### config.mk
export PLATFORM = sky130hd
export DESIGN_NAME = bcd_ex3_seq_ctrl
export DESIGN_NICKNAME = d
export VERILOG_FILES = /design/src/rtl/bcd_ex3_pkg.sv /design/src/rtl/bcd_ex3_digit.sv /design/src/rtl/bcd_ex3_seq_ctrl.sv
export SDC_FILE = /design/constraint.sdc
export NUM_CORES = 1
export LEC_CHECK = 0
export ABC_AREA = 1
export BUFFER_PORTS_ARGS = -buffer_cell sky130_fd_sc_hd__buf_2
export CAP_MARGIN = 40
export CORE_MARGIN = 1.5
export CORE_UTILIZATION = 49
export CTS_BUF_LIST = sky130_fd_sc_hd__clkbuf_8
export CTS_CLUSTER_DIAMETER = 40
export DETAILED_ROUTE_END_ITERATION = 6
export PLACE_DENSITY = 0.81
export RECOVER_POWER = 25
export SLEW_MARGIN = 10
export SYNTH_ARGS = -nofsm -noshare
export SYNTH_HDL_FRONTEND = slang
export SYNTH_SLANG_ARGS = --single-unit
### constraint.sdc
create_clock -name clk -period 1.5 [get_ports clk]
set_input_delay 0.225 -clock clk [delete_from_list [all_inputs] [get_ports clk]]
set_output_delay 0.225 -clock clk [all_outputs]
set_load 0.1 [all_outputs]
### src/rtl/bcd_ex3_pkg.sv
// Shared types and constants for the BCD to Excess-3 sequencer.
package bcd_ex3_pkg;

  localparam int unsigned NIB_W = 4;

  typedef enum logic [1:0] {
    IDLE = 2'd0,
    CONV = 2'd1,
    DONE = 2'd2
  } state_e;

  localparam logic [NIB_W-1:0] EX3_OFFSET = 4'd3;
  localparam logic [NIB_W-1:0] BCD_MAX    = 4'd9;

endpackage

### src/rtl/bcd_ex3_digit.sv
// Combinational single-digit BCD to Excess-3 converter with out-of-range flag.
module bcd_ex3_digit
  import bcd_ex3_pkg::*;
(
  input  logic [NIB_W-1:0] d,
  output logic [NIB_W-1:0] ex3,
  output logic             invalid
);

  // 4-bit wrap is intentional: no carry leaves the digit
  assign ex3     = d + EX3_OFFSET;
  assign invalid = (d > BCD_MAX);

endmodule

### src/rtl/bcd_ex3_seq_ctrl.sv
// Multi-digit BCD to Excess-3 sequencer sharing one digit converter, LSB digit first.
// Optional digit range checking is enabled with `define BCD_EX3_DIGIT_CHECK_EN.
module bcd_ex3_seq_ctrl
  import bcd_ex3_pkg::*;
#(
  parameter int unsigned DIGITS = 4
) (
  input  logic                      clk,
  input  logic                      rst,
  input  logic                      in_valid,
  output logic                      in_ready,
  input  logic [NIB_W*DIGITS-1:0]   in_bcd,
  output logic                      out_valid,
  input  logic                      out_ready,
  output logic [NIB_W*DIGITS-1:0]   out_ex3,
  output logic                      out_err,
  output logic                      busy
);

  localparam int unsigned IDX_W  = (DIGITS > 1) ? $clog2(DIGITS) : 1;
  localparam int unsigned WORD_W = NIB_W * DIGITS;
  localparam logic [IDX_W-1:0] LAST_IDX = IDX_W'(DIGITS - 1);

`ifdef BCD_EX3_DIGIT_CHECK_EN
  localparam bit CHECK_EN = 1'b1;
`else
  localparam bit CHECK_EN = 1'b0;
`endif

  state_e              state_q, state_d;
  logic [IDX_W-1:0]    idx_q, idx_d;
  logic [WORD_W-1:0]   cap_q, cap_d;
  logic [WORD_W-1:0]   res_q, res_d;
  logic                err_q, err_d;
  logic                in_ready_q, out_valid_q, busy_q;

  logic [NIB_W-1:0]    cur_digit;
  logic [NIB_W-1:0]    digit_ex3;
  logic                digit_invalid;
  logic [NIB_W-1:0]    nib_c;

  assign cur_digit = cap_q[int'(idx_q)*NIB_W +: NIB_W];

  bcd_ex3_digit u_digit (
    .d       (cur_digit),
    .ex3     (digit_ex3),
    .invalid (digit_invalid)
  );

  // Out-of-range digits are zeroed only when checking is built in
  assign nib_c = (CHECK_EN && digit_invalid) ? '0 : digit_ex3;

  always_comb begin
    state_d = state_q;
    idx_d   = idx_q;
    cap_d   = cap_q;
    res_d   = res_q;
    err_d   = err_q;
    case (state_q)
      IDLE: begin
        if (in_valid) begin
          cap_d   = in_bcd;
          res_d   = '0;
          err_d   = 1'b0;
          idx_d   = '0;
          state_d = CONV;
        end
      end
      CONV: begin
        res_d[int'(idx_q)*NIB_W +: NIB_W] = nib_c;
        err_d = err_q | (CHECK_EN & digit_invalid);
        if (idx_q == LAST_IDX) begin
          idx_d   = '0;
          state_d = DONE;
        end else begin
          idx_d = idx_q + 1'b1;
        end
      end
      DONE: begin
        if (out_ready) begin
          state_d = IDLE;
        end
      end
      default: state_d = IDLE;
    endcase
  end

  // Handshake/status flags are registered from the next state
  always_ff @(posedge clk) begin
    if (rst) begin
      state_q     <= IDLE;
      idx_q       <= '0;
      cap_q       <= '0;
      res_q       <= '0;
      err_q       <= 1'b0;
      in_ready_q  <= 1'b1;
      out_valid_q <= 1'b0;
      busy_q      <= 1'b0;
    end else begin
      state_q     <= state_d;
      idx_q       <= idx_d;
      cap_q       <= cap_d;
      res_q       <= res_d;
      err_q       <= err_d;
      in_ready_q  <= (state_d == IDLE);
      out_valid_q <= (state_d == DONE);
      busy_q      <= (state_d != IDLE);
    end
  end

  assign in_ready  = in_ready_q;
  assign out_valid = out_valid_q;
  assign busy      = busy_q;
  assign out_ex3   = res_q;
  assign out_err   = err_q;

endmodule

==> results.txt <==
- When the netlist entered floorplanning its net count stood at 252.
- Post-route DRC: 0
- Via-per-instance ratio: approximately 5.1
- For this run, the total global-route usage over all layers was measured as between 20% and 30%.
* Final cycle utilization of the critical path: a little over nine tenths
- Dividing total power by cell area gives a power density of 1120 mW/mm2.
* Hold crit path type: in -> reg
* Synthesized netlist cell count: 227
- On the final layout, the worst hold slack is 0.179 ns.
- Synth warnings: 0
- CTS built an H-tree with a depth of 2.
* Area fraction in and, or, nand and nor cells after synthesis: 29.6%
- In this run the standard cell core region covers 0.00331 mm2.
- Post-synthesis share of cell area spent on full adders, half adders and majority gates: 3.73%
* Final global-route overflow total: 0
* Slew margin rel.: 64.3%
- Layout Area Growth over Synthesis: 29.1%
* Max VDD drop: 0.553 mV
- Final Max Tran Viols: 0
* Final net count: around 300
- Die Ht: 61.5 um
- By area, the combinational part of the netlist is dominated by simple AND/OR/NAND/NOR gates.
- Most common cell after layout, fill and taps aside: sky130_fd_sc_hd__nand2_1
- The pre-antenna-repair detailed-routing pass consisted of 4 iterations.
* Clock period minus worst slack: around 1.5 ns
* Initial core utilization: 50.7%
* Clock slew seen by the registers of the worst setup and hold paths: 0.07 ns
- The signal on the critical path passes through inv_4 > nand2_1 > nand3_1 > nand2_2 > ha_4 > xor2_2 > nand2_1 > nor2_2 > nand2_1 > a21oi_2.
- Half-perimeter wire length after detailed placement: 2.66 mm
- For the worst setup path, the data required time is 1.74 ns.
- Cell type with the highest occurrence count on the critical path: sky130_fd_sc_hd__nand2_1
- Summing the areas of all compound-gate instances in the mapped netlist gives 12.4% of the synthesized area.
- Buffers placed on the I/O ports in this run total 38.
* Fmax: 678 MHz
* Leakage: 0.969 nW
- The number of hold-slack violations in the final timing report came to 0.
* Clock buffer count from CTS: 5
- Setup repair after global routing could not meet its margin everywhere.
- The cell area that synthesis handed to floorplanning was between 0.0015 and 0.002 mm2.
- TritonCTS built the clock tree.
- Setup violations remaining at the end of the flow were counted as 0.
- Site row count: 21
- Counting flops and latches in the post-synthesis netlist gives 39.
- In this run the remaining antenna-violating nets after routing total 0.
- STA classifies the critical path startpoint as a register.
- Total chip power: 2.43 mW
- Antenna violations before repair: 0
- Sequential-to-total area share from yosys stat: 46.5%
- Largest driver fanout on the critical path: 7
* Slowest CP cell: sky130_fd_sc_hd__dfxtp_4
- Across the run, the number of max-cap violations was 0.
- First-pass GRT wire length: slightly below 6 mm
- Root Buffer: sky130_fd_sc_hd__clkbuf_8
- Number of global-route vias before repair: between 1k and 1.5k
* Layout Cell Area excl Fill: 0.00217 mm2
- Summing over every cut layer, the via total after detailed routing is 1,643.
- STA classifies the critical path endpoint as a register.
* Clock latency at the later pin of the worst-skew pair: slightly below 0.3 ns
* Worst-case setup slack after placement: -0.0662 ns
- Worst stage delay on the critical path: between 0.3 and 0.4 ns
- The setup path with the least slack is of type reg -> reg.
- The synthesized netlist devotes 0.969% of its cell area to XOR and XNOR gates.
- Number of distinct library cell variants in the gate-level netlist after synthesis: 26
- Horiz. Die Dim: 61.5 um
* Area of placed instances: 0.00198 mm2
* Worst Tran Pin Value: around 0.54 ns
- Pin count of the biggest net entering global routing: 21
- Status: completed
- Die ar.: between 0.003 and 0.004 mm2
- The routed design has 3.89 mm of wire.
* DR iter-0 viols: 78
* Per-instance average area after synthesis: roughly 7.4 um2
- The clock passes through at most 2 buffers.
* Setup WS post-layout: between 0.02 and 0.03 ns
- Final worst clock skew: 0.00261 ns
- Critical Path AT: 1.71 ns
- Clock sinks: 39
* ANT cells: 0
* Fraction of the core area covered by cells at the end of the flow: 65.5%
- At the end of routability-driven placement, the weighted congestion stood at 0.906.
- Number of top-level design ports: 40
- In the layout the commonest cells are sky130_fd_sc_hd__nand2_1, sky130_fd_sc_hd__nor2_1, sky130_fd_sc_hd__dfxtp_1.
- Average routed wire per standard cell: roughly 12 um
- Post-synthesis mux area share: 0.596%
- The post-route netlist has 30.6% of its cells at a drive strength greater than 1.
-- synth_stat cells (all sizes together) --
| master | number | area (um2) |
|---|---|---|
| nand2 | 56 | 215 |
| nor2 | 42 | 163 |
| dfxtp | 39 | 781 |
| a21oi | 23 | 119 |
| o21ai | 18 | 90.1 |
| nand3 | 13 | 75.1 |
| inv | 12 | 45.0 |
| buf | 5 | 36.3 |
| ha | 5 | 62.6 |
| clkbuf | 4 | 15.0 |
| nand4 | 2 | 12.5 |
| and3 | 1 | 6.26 |
| clkinv | 1 | 3.75 |
| conb | 1 | 3.75 |
| mux2i | 1 | 10.0 |
| nand3b | 1 | 7.51 |
| nor3 | 1 | 5.00 |
| nor4 | 1 | 12.5 |
| xor2 | 1 | 16.3 |
-- cell families after synthesis --
group,after synthesis
adders and majority gates,5
and+or+nand+nor,117
DFF,39
AOI/OAI and AO/OA,41
xor gates and xnor gates,1
buffers and inverters,22
muxes,1
other,1
-- path summary, 6_finish.rpt --
check	end	slack, ns	cells after the start	startpoint
worst max-delay path	out_ex3[14]	0.03	10	idx_q[0]
worst min-delay path	cap_q[8]	0.18	3	in_bcd[8]
worst max register to register	out_ex3[14]	0.03	10	idx_q[0]
worst min register to register	out_ex3[9]	0.46	2	out_ex3[9]
-- area by class of cell --
cell class	instances	area [um2]
clock buffer	7	96.3
tap	46	57.6
clock inverter	1	3.75
sequential	39	786
multi-input combinational	166	871
inverter	13	51.3
timing repair buffer	52	303
fill	290	1140
-- where the power goes --
| part | internal, mW | total [mW] | switching (mW) |
|---|---|---|---|
| clock | 0.412 | 0.755 | 0.343 |
| sequential | 1.09 | 1.13 | 0.0367 |
| combinational | 0.185 | 0.543 | 0.359 |
| total | 1.69 | 2.43 | 0.738 |
-- metrics by stage --
step	TNS, ns	instances
floorplan	-0.0309	227
finish	0	324
CTS	0	323
global route	-0.452	324
global placement	0	315
detailed placement	-0.173	315
-- repair_timing --
item                                    4_1_cts  5_1_grt
hold buffers                                  0        0
gates resized for setup                       6       22
cloned                                        0        0
buffers inserted                              0        1
pin swaps                                     0       10
endpoints found under the setup margin       12       16
-- flip-flops by register name, indices dropped and copies added, names as in the netlist --
register / count
in_ready: 1
state_q: 2
out_valid: 1
busy: 1
cap_q: 16
idx_q: 2
out_ex3: 16
-- critical path: cells and delay by family (launching register included) --
family | cells | cell delay, ns
DFF | 1 | 0.39
adders and majority gates | 1 | 0.14
and+or+nand+nor | 6 | 0.55
AOI/OAI and AO/OA | 1 | 0.12
buffers and inverters | 1 | 0.06
xor gates and xnor gates | 1 | 0.15
-- routing by layer --
metal  GRT usage, %  wire length, um  vias up
met4           8.21               60        0
met5              0                0        -
li1               -                -      829
met3           6.93              193       10
met1           24.9             1740      756
met2           34.4             1900       48
(Power assumes the default switching activity.)
